[src/rtl/disp_bcd_loader_if.sv]
`default_nettype none
// ============================================================================
// Module      : disp_bcd_loader_if
// Description : Write-side and display-side signal bundle for the BCD loader.
//               The master is the MMIO write path; the slave is the loader.
// Revision    : 1.0  initial release
// ============================================================================
interface disp_bcd_loader_if;
  logic        wr_en;
  logic [15:0] wr_data;
  logic        hex_mode;
  logic        busy;
  logic        ovf;
  logic [3:0]  l0;
  logic [3:0]  l1;
  logic [3:0]  l2;
  logic [3:0]  l3;
  logic        LEDCtrl;

  modport master (
    output wr_en, wr_data, hex_mode,
    input  busy, ovf, l0, l1, l2, l3, LEDCtrl
  );

  modport slave (
    input  wr_en, wr_data, hex_mode,
    output busy, ovf, l0, l1, l2, l3, LEDCtrl
  );
endinterface
`default_nettype wire

[src/rtl/disp_bcd_loader.sv]
`default_nettype none
// ============================================================================
// Module      : disp_bcd_loader
// Description : Converts a 16-bit display write into four digits (sequential
//               double-dabble for decimal, nibble pass-through for hex) and
//               presents them with a one-cycle load strobe. A one-deep pending
//               buffer holds the latest write that arrives mid-conversion.
// Revision    : 1.0  initial release
// ============================================================================
module disp_bcd_loader #(
  parameter int         MAX_DEC   = 9999,
  parameter logic [3:0] OVF_DIGIT = 4'hE
) (
  input  wire logic         clk,
  input  wire logic         rst,   // active-low, asynchronous assert
  disp_bcd_loader_if.slave  bus
);

  typedef enum logic [1:0] {
    IDLE = 2'd0,
    CONV = 2'd1,
    DONE = 2'd2
  } state_t;

  localparam logic [15:0] c_max_dec   = 16'(MAX_DEC);
  localparam logic [3:0]  c_last_iter = 4'd13;

  state_t      r_state,     w_state_nxt;
  logic [13:0] r_bin,       w_bin_nxt;
  logic [15:0] r_bcd,       w_bcd_nxt;
  logic [3:0]  r_cnt,       w_cnt_nxt;
  logic        r_pend_vld,  w_pend_vld_nxt;
  logic [15:0] r_pend_data, w_pend_data_nxt;
  logic        r_pend_hex,  w_pend_hex_nxt;
  logic [15:0] r_digits,    w_digits_nxt;
  logic        r_ovf,       w_ovf_nxt;

  logic        w_launch;
  logic [15:0] w_ld_data;
  logic        w_ld_hex;
  logic [15:0] w_adj;
  logic [15:0] w_shift_bcd;

  // Add-3 correction per BCD nibble; 4-bit adds, no carry between nibbles.
  for (genvar gi = 0; gi < 4; gi++) begin : g_adj
    assign w_adj[gi*4 +: 4] = (r_bcd[gi*4 +: 4] >= 4'd5) ?
                              (r_bcd[gi*4 +: 4] + 4'd3) : r_bcd[gi*4 +: 4];
  end

  // The next binary MSB enters the accumulator LSB on each shift.
  assign w_shift_bcd = {w_adj[14:0], r_bin[13]};

  // State and datapath registers; reset discards in-flight and pending jobs.
  always_ff @(posedge clk or negedge rst) begin
    if (!rst) begin
      r_state     <= IDLE;
      r_bin       <= '0;
      r_bcd       <= '0;
      r_cnt       <= '0;
      r_pend_vld  <= 1'b0;
      r_pend_data <= '0;
      r_pend_hex  <= 1'b0;
      r_digits    <= '0;
      r_ovf       <= 1'b0;
    end else begin
      r_state     <= w_state_nxt;
      r_bin       <= w_bin_nxt;
      r_bcd       <= w_bcd_nxt;
      r_cnt       <= w_cnt_nxt;
      r_pend_vld  <= w_pend_vld_nxt;
      r_pend_data <= w_pend_data_nxt;
      r_pend_hex  <= w_pend_hex_nxt;
      r_digits    <= w_digits_nxt;
      r_ovf       <= w_ovf_nxt;
    end
  end

  // Next-state, conversion step, pending-buffer update and job launch.
  always_comb begin
    w_state_nxt     = r_state;
    w_bin_nxt       = r_bin;
    w_bcd_nxt       = r_bcd;
    w_cnt_nxt       = r_cnt;
    w_pend_vld_nxt  = r_pend_vld;
    w_pend_data_nxt = r_pend_data;
    w_pend_hex_nxt  = r_pend_hex;
    w_digits_nxt    = r_digits;
    w_ovf_nxt       = r_ovf;
    w_launch        = 1'b0;
    w_ld_data       = bus.wr_data;
    w_ld_hex        = bus.hex_mode;

    case (r_state)
      IDLE: begin
        if (bus.wr_en) begin
          w_launch = 1'b1;
        end
      end

      CONV: begin
        w_bcd_nxt = w_shift_bcd;
        w_bin_nxt = {r_bin[12:0], 1'b0};
        w_cnt_nxt = r_cnt + 4'd1;
        if (r_cnt == c_last_iter) begin
          // Final iteration result goes straight to the digits so the
          // accumulator's intermediate values are never visible.
          w_state_nxt  = DONE;
          w_digits_nxt = w_shift_bcd;
          w_ovf_nxt    = 1'b0;
          w_cnt_nxt    = 4'd0;
        end
        // Last write wins while a conversion is running.
        if (bus.wr_en) begin
          w_pend_vld_nxt  = 1'b1;
          w_pend_data_nxt = bus.wr_data;
          w_pend_hex_nxt  = bus.hex_mode;
        end
      end

      DONE: begin
        if (r_pend_vld) begin
          // Older pending job goes first; a simultaneous write takes its slot.
          w_launch       = 1'b1;
          w_ld_data      = r_pend_data;
          w_ld_hex       = r_pend_hex;
          w_pend_vld_nxt = bus.wr_en;
          if (bus.wr_en) begin
            w_pend_data_nxt = bus.wr_data;
            w_pend_hex_nxt  = bus.hex_mode;
          end
        end else if (bus.wr_en) begin
          w_launch = 1'b1;
        end else begin
          w_state_nxt = IDLE;
        end
      end

      default: begin
        w_state_nxt = IDLE;
      end
    endcase

    if (w_launch) begin
      if (w_ld_hex) begin
        w_state_nxt  = DONE;
        w_digits_nxt = w_ld_data;
        w_ovf_nxt    = 1'b0;
      end else if (w_ld_data > c_max_dec) begin
        w_state_nxt  = DONE;
        w_digits_nxt = {4{OVF_DIGIT}};
        w_ovf_nxt    = 1'b1;
      end else begin
        w_state_nxt = CONV;
        w_bin_nxt   = w_ld_data[13:0];
        w_bcd_nxt   = '0;
        w_cnt_nxt   = 4'd0;
      end
    end
  end

  assign bus.busy    = (r_state != IDLE);
  assign bus.LEDCtrl = (r_state == DONE);
  assign bus.ovf     = r_ovf;
  assign bus.l0      = r_digits[3:0];
  assign bus.l1      = r_digits[7:4];
  assign bus.l2      = r_digits[11:8];
  assign bus.l3      = r_digits[15:12];

endmodule
`default_nettype wire

[src/flat_wrapper.sv]
// flat-port wrapper written by rule: the top's interface ports become plain ports
module disp_bcd_loader_flat 
#(
  parameter int         MAX_DEC   = 9999,
  parameter logic [3:0] OVF_DIGIT = 4'hE
)
  (clk, rst, bus_wr_en, bus_wr_data, bus_hex_mode, bus_busy, bus_ovf, bus_l0, bus_l1, bus_l2, bus_l3, bus_LEDCtrl);
  disp_bcd_loader_if bus_i ();
  input  wire logic clk;
  input  wire logic rst;
  input wire logic [$bits(bus_i.wr_en)-1:0] bus_wr_en;
  input wire logic [$bits(bus_i.wr_data)-1:0] bus_wr_data;
  input wire logic [$bits(bus_i.hex_mode)-1:0] bus_hex_mode;
  output wire logic [$bits(bus_i.busy)-1:0] bus_busy;
  output wire logic [$bits(bus_i.ovf)-1:0] bus_ovf;
  output wire logic [$bits(bus_i.l0)-1:0] bus_l0;
  output wire logic [$bits(bus_i.l1)-1:0] bus_l1;
  output wire logic [$bits(bus_i.l2)-1:0] bus_l2;
  output wire logic [$bits(bus_i.l3)-1:0] bus_l3;
  output wire logic [$bits(bus_i.LEDCtrl)-1:0] bus_LEDCtrl;
  assign bus_i.wr_en = bus_wr_en;
  assign bus_i.wr_data = bus_wr_data;
  assign bus_i.hex_mode = bus_hex_mode;
  assign bus_busy = bus_i.busy;
  assign bus_ovf = bus_i.ovf;
  assign bus_l0 = bus_i.l0;
  assign bus_l1 = bus_i.l1;
  assign bus_l2 = bus_i.l2;
  assign bus_l3 = bus_i.l3;
  assign bus_LEDCtrl = bus_i.LEDCtrl;
  disp_bcd_loader #(.MAX_DEC(MAX_DEC), .OVF_DIGIT(OVF_DIGIT)) u_core (.clk(clk), .rst(rst), .bus(bus_i));
endmodule
[config.mk]
export PLATFORM = sky130hd
export DESIGN_NAME = disp_bcd_loader_flat
export DESIGN_NICKNAME = d
export VERILOG_FILES = /design/src/rtl/disp_bcd_loader_if.sv /design/src/rtl/disp_bcd_loader.sv /design/src/flat_wrapper.sv
export SDC_FILE = /design/constraint.sdc
export NUM_CORES = 1
export LEC_CHECK = 0
export CAP_MARGIN = 20
export CORE_MARGIN = 1.5
export CORE_UTILIZATION = 57
export DETAILED_ROUTE_END_ITERATION = 16
export PLACE_DENSITY = 0.85
export SYNTH_ARGS = -nofsm -noshare
export SYNTH_HDL_FRONTEND = slang
export SYNTH_SLANG_ARGS = --single-unit
[constraint.sdc]
create_clock -name clk -period 2.59 [get_ports clk]
set_input_delay 0.259 -clock clk [delete_from_list [all_inputs] [get_ports clk]]
set_output_delay 0.259 -clock clk [all_outputs]
set_load 0.01 [all_outputs]
# Yosys cells after proc, flatten, opt, wreduce, memory -nomap -nowiden
# Cells that the tools add are included.
[totals]
out_inout_bits = 19
in_bits = 20
regBits = 71
wordCells = 84
[op_classes]
muxes = 50
add_sub_neg = 5
magnitude_cmp = 5
n_reduce_logical = 6
eq_ne = 9
[ops]
columns = ["operator", "count"]
rows = [
  ["$mux 16", 13],
  ["$mux 14", 4],
  ["$mux 4", 8],
  ["$pmux 16 s2", 1],
  ["$ge 4x3->1 const B", 4],
  ["$gt 16x14->1 const B", 1],
  ["$mux 1", 13],
  ["$add 4x2->4 const B", 3],
  ["$mux 2", 6],
  ["$pmux 1 s2", 3],
  ["$pmux 2 s3", 1],
  ["$add 4x1->4 const B", 1],
  ["$eq 4x4->1 const B", 1],
  ["$ne 2x1->1 const B", 2],
  ["$reduce_and 2->1", 2],
  ["$reduce_and 4->1", 1],
  ["$reduce_bool 2->1", 2],
  ["$add 3x2->3 const B", 1],
  ["$mux 3", 1],
  ["$ne 3x1->1 const B", 1],
  ["$ne 3x2->1 const B", 1],
  ["$ne 3x3->1 const B", 1],
  ["$eq 2x1->1 const B", 1],
  ["$eq 2x2->1 const B", 1],
  ["2 further kinds", 2],
]

# Longest topological paths before layout
[depth]
word_depth = 7
depth_mapped = 7

# Worst setup path before layout
# Ideal clock, no wire load.
[synth_path]
path_kind = "register -> register"
startpoint = "reg u_core.r_pend_data[14]"
endpoint = "reg u_core.r_digits[0]"
setup_slack_ns = 0.545
arrival_ns = 1.910
path_stages_with_launch = 8
setup_time_ns = 0.135
path_cell_list = "dfrtp_1 or4_1 nor4_2 a211oi_2 or2_1 buf_6 buf_6 o2bb2ai_1"
[synth_via]
elab_chain_cells = 6
[synth_lines]
columns = ["element", "line_no", "rtl"]
rows = [
  ["from (decl)", "disp_bcd_loader.sv:33", "logic [15:0] r_pend_data, w_pend_data_nxt;"],
  ["from (signal assigned)", "disp_bcd_loader.sv:71", "r_pend_data <= w_pend_data_nxt;"],
  ["$mux 16", "disp_bcd_loader.sv:121", "if (r_pend_vld) begin"],
  ["$mux 16", "disp_bcd_loader.sv:93", "case (r_state)"],
  ["$gt 16x14->1", "disp_bcd_loader.sv:148", "end else if (w_ld_data > c_max_dec) begin"],
  ["$mux 16", "disp_bcd_loader.sv:148", ""],
  ["$mux 16", "disp_bcd_loader.sv:144", "if (w_ld_hex) begin"],
  ["$mux 16", "disp_bcd_loader.sv:143", "if (w_launch) begin"],
  ["named net u_core.w_digits_nxt[0]", "disp_bcd_loader.sv:35", "logic [15:0] r_digits, w_digits_nxt;"],
  ["to (signal assigned)", "disp_bcd_loader.sv:73", "r_digits <= w_digits_nxt;"],
  ["to (decl)", "disp_bcd_loader.sv:35", ""],
]
# The timed path passes the listed nets, and every way through them passes these cells.
# A chain may end at the register's enable or synchronous reset.

# Final worst setup path
[layout_path]
startpoint = "reg u_core.r_state[0]"
endpoint = "reg u_core.r_digits[13]"
[layout_via]
elab_chain_cells = 6
word_cells_on_any_way = 11
[layout_lines]
columns = ["element", "line_no", "rtl"]
rows = [
  ["from (decl)", "disp_bcd_loader.sv:28", "state_t r_state, w_state_nxt;"],
  ["from (signal assigned)", "disp_bcd_loader.sv:66", "r_state <= w_state_nxt;"],
  ["$eq 2x2->1", "disp_bcd_loader.sv:93", ""],
  ["$mux 16", "disp_bcd_loader.sv:93", ""],
  ["$gt 16x14->1", "disp_bcd_loader.sv:148", ""],
  ["$mux 16", "disp_bcd_loader.sv:148", ""],
  ["$mux 16", "disp_bcd_loader.sv:144", ""],
  ["$mux 16 (*)", "disp_bcd_loader.sv:143", ""],
  ["named net u_core.w_digits_nxt[13]", "disp_bcd_loader.sv:35", ""],
]
# Mark *: on every way through the listed nets, which the timed path passes. The rest lies on a longest branch.

==> out/qor.json <==
{
  "gp_congestion": 0.8445,
  "timing.critical_path.slowest_cell_delay_ps": 550,
  "status": "completed",
  "timing.clock.skew_ps": 11.00,
  "most-common-layout-cells": "dfrtp_1 (71), nand2_1 (65), clkdlybuf4s50_1 (37)",
  "pre_cts_setup_slack_ps": -215.4,
  "unrepaired_setup_endpoints_after_global_routing": "no",
  "netlist_instances": 389,
  "dp_hpwl_um": 6023,
  "post-route-drc-count": 0,
  "die_area_sq_um": 7181,
  "worst_slew_pin_slew_ps": 697.9,
  "cts_max_path_buffers": 2,
  "post_synth_instance_area_sq_um": 3809,
  "sink_count": 71,
  "postLayoutSetupSlackWorst_ps": 234.3,
  "initial_utilization": 0.5964,
  "dr.first_iter.drc_count": 298,
  "synth.ff_latch_count": 71,
  "timing.critical_path.slowest_stage_cell": "a211oi_2",
  "postSynth.asyncResetShare": 1.000,
  "fillCellCount": 479,
  "final_wirelength_um": 8529,
  "postSynthAreaPerCell_sq_um": 9.791,
  "layout.area.seq_sq_um": 1777,
  "remaining_number_of_nets_flagged_by_the_antenna_check_after_routing": 0,
  "timing.critical_path.arrival_ps": 2540,
  "number_of_antenna_violations_at_the_first_check_in_global_routing": 0,
  "floorplan.rows": 29,
  "fmaxAchievable_mhz": 424.5,
  "crit_path_cell_trace": "nand3b_1, nand3_1, a211oi_2, or2_2, a41oi_1",
  "post-route-cell-area_sq_um": 4462,
  "finalSetupViolations": 0,
  "hold_violations": 0,
  "postSynth.topFlopCell": "dfrtp_1",
  "cp.buffers_inverters": 0,
  "placed_cell_area_sq_um": 4288,
  "clk_transition_reported_paths_ps": 70,
  "cts_inserted_buffers": 9,
  "path_delay_family": "simple AND/OR/NAND/NOR gates",
  "final_slew_viol_count": 0,
  "route.vias.total": 3079,
  "wire_per_inst_um": 16.66,
  "htreeDepth": 3,
  "die_h_um": 84.74,
  "fp.dieW_um": 84.74,
  "drt_first_pass_iters": 5,
  "crit_path_start_kind": "flip-flop",
  "synth_enable_flop_cells": 0,
  "synth_cell_type_count": 41,
  "criticalPathCategory": "reg2reg",
  "critPathRequiredTime_ps": 2770,
  "max-cap-violations": 0,
  "final_common_cell": "dfrtp_1",
  "placeableCoreArea_sq_um": 6386,
  "global_route_wire_length_before_repair_um": 14550,
  "vias_in_the_first_global_route": 3031,
  "min_path_type": "in2async",
  "path_max_fanout": 17,
  "leakage_power_uw": 0.001939,
  "total_congestion_overflow_after_global_routing": 0,
  "critPathCaptureType": "flip-flop",
  "cts_tree": "yes",
  "pin_count": 39,
  "port_buffers": 38,
  "final-instance-count-excl-fill": 512,
  "nets": 459,
  "avgViaCountPerCell": 6.014,
  "syn_to_final_growth_pct": 17.15,
  "critPathLaunch": "u_core.r_state[0]",
  "synth_nets": 417,
  "timing.final.crit_share": 0.9095,
  "powerDensity_nw_per_um2": 1024,
  "timing.final.crit_period_ps": 2356,
  "multiInputGateArea_sq_um": 1879,
  "synth_seq_area_share": 0.4665,
  "grt.total_usage": 0.2570,
  "totalNegativeSetupSlack_ps": 0,
  "final_layout_size_suffix_gt1_frac": 0.1402,
  "relSlewSlack": 0.5347,
  "timing.rr.start": "u_core.r_state[0]",
  "clkLatencyLatePin_ps": 350,
  "vdd.ir_drop.worst_v": 0.0006109,
  "insertedDiodeCount": 0,
  "dp.cells": 496,
  "synthesis.yosys.warnings": 0,
  "cts-root-buf": "clkbuf_8",
  "grt_start_max_net_pins": 43
}
[Yosys cell counts, drive strengths merged (2+ instances only)]
cell type / count / area share
a21oi: 32 / 0.043
nand2b: 5 / 0.0082
nor4: 4 / 0.0099
a21o: 4 / 0.0079
o2bb2ai: 4 / 0.0092
nand2: 65 / 0.064
inv: 10 / 0.0099
o21ai: 25 / 0.033
a31oi: 5 / 0.016
a32oi: 3 / 0.0069
mux2: 18 / 0.053
mux2i: 30 / 0.079
and3: 4 / 0.0066
a211oi: 8 / 0.022
ha: 8 / 0.026
nand3b: 3 / 0.0059
nor3b: 7 / 0.014
nand3: 14 / 0.018
a41oi: 4 / 0.0092
or4: 2 / 0.0039
nor2: 27 / 0.027
buf: 11 / 0.020
clkbuf: 10 / 0.0099
xnor2: 4 / 0.0092
nand4: 2 / 0.0033
or2: 2 / 0.0033
dfrtp: 71 / 0.47
[worst paths after layout]
check / end / slack, ps / depth (start not counted)
setup reg to reg: u_core.r_digits[13] / 230 / 5
hold reg to reg: u_core.r_pend_data[0] / 510 / 1
hold / removal: u_core.r_bcd[11] / 490 / 2
max in group asynchronous: u_core.r_bin[10] / 1440 / 3
setup / recovery: u_core.r_digits[13] / 230 / 5
min in group clk: u_core.r_pend_data[0] / 510 / 1
[final cells by class]
type / count / share of cell area
multi-input combinational: 287 / 0.4212
sequential: 71 / 0.3982
timing repair buffer: 52 / 0.1139
clock buffer: 11 / 0.03169
tap: 77 / 0.02159
inverter: 10 / 0.008413
clock inverter: 4 / 0.005048
[report_power, final]
part           switching [uW]  internal [uW]  total (uW)  leakage (uW)
Combinational             944            904        1850      0.000996
Clock                     408            364         772     0.0000850
Sequential                376           1570        1950      0.000857
Total                    1730           2840        4570       0.00194
[through the flow]
| stage | total power, uW | hold slack (ps) | utilization |
|---|---|---|---|
| floorplan | 3151 | -36.59 | - |
| global placement | 3667 | 345.1 | 0.6714 |
| detailed placement | 3790 | 340.0 | 0.6714 |
| CTS | 4563 | 513.1 | 0.6987 |
| global route | 4876 | 538.5 | 0.6987 |
| finish | 4569 | 488.0 | 0.6987 |
[layer usage]
layer | part of all wire | vias to the layer above | GRT usage
met1 | 0.44 | 1488 | 0.3494
met4 | 0.024 | 0 | 0.1100
met5 | 0 | - | 0
met3 | 0.052 | 24 | 0.03736
li1 | - | 1452 | -
met2 | 0.48 | 115 | 0.4149
[cell families after synthesis]
family,after synthesis,share of synthesized area
flip-flops,71,0.4665
adder cells (fa/ha/maj),8,0.02628
AND/OR/NAND/NOR,139,0.1718
XOR/XNOR,5,0.01150
multiplexers,48,0.1321
buffers and inverters,31,0.04008
AO/OA/AOI/OAI,87,0.1518
[sequential cells by signal, indices dropped and copies added (netlist names)]
signal and count:
u_core.r_bcd 16, u_core.r_digits 16, u_core.r_pend_data 16, u_core.r_bin 14, u_core.r_cnt 4, u_core.r_state 2, u_core.bus.ovf 1, u_core.r_pend_hex 1
u_core.r_pend_vld 1
[timing repair]
item | 4_1_cts | 5_1_grt
hold endpoints to repair | 29 | 0
resized for setup | 0 | 1
setup buffers | 0 | 0
hold buffers | 1 | 0
setup endpoints to repair | 0 | 16
No activity file was read; power rests on OpenSTA's default activity.
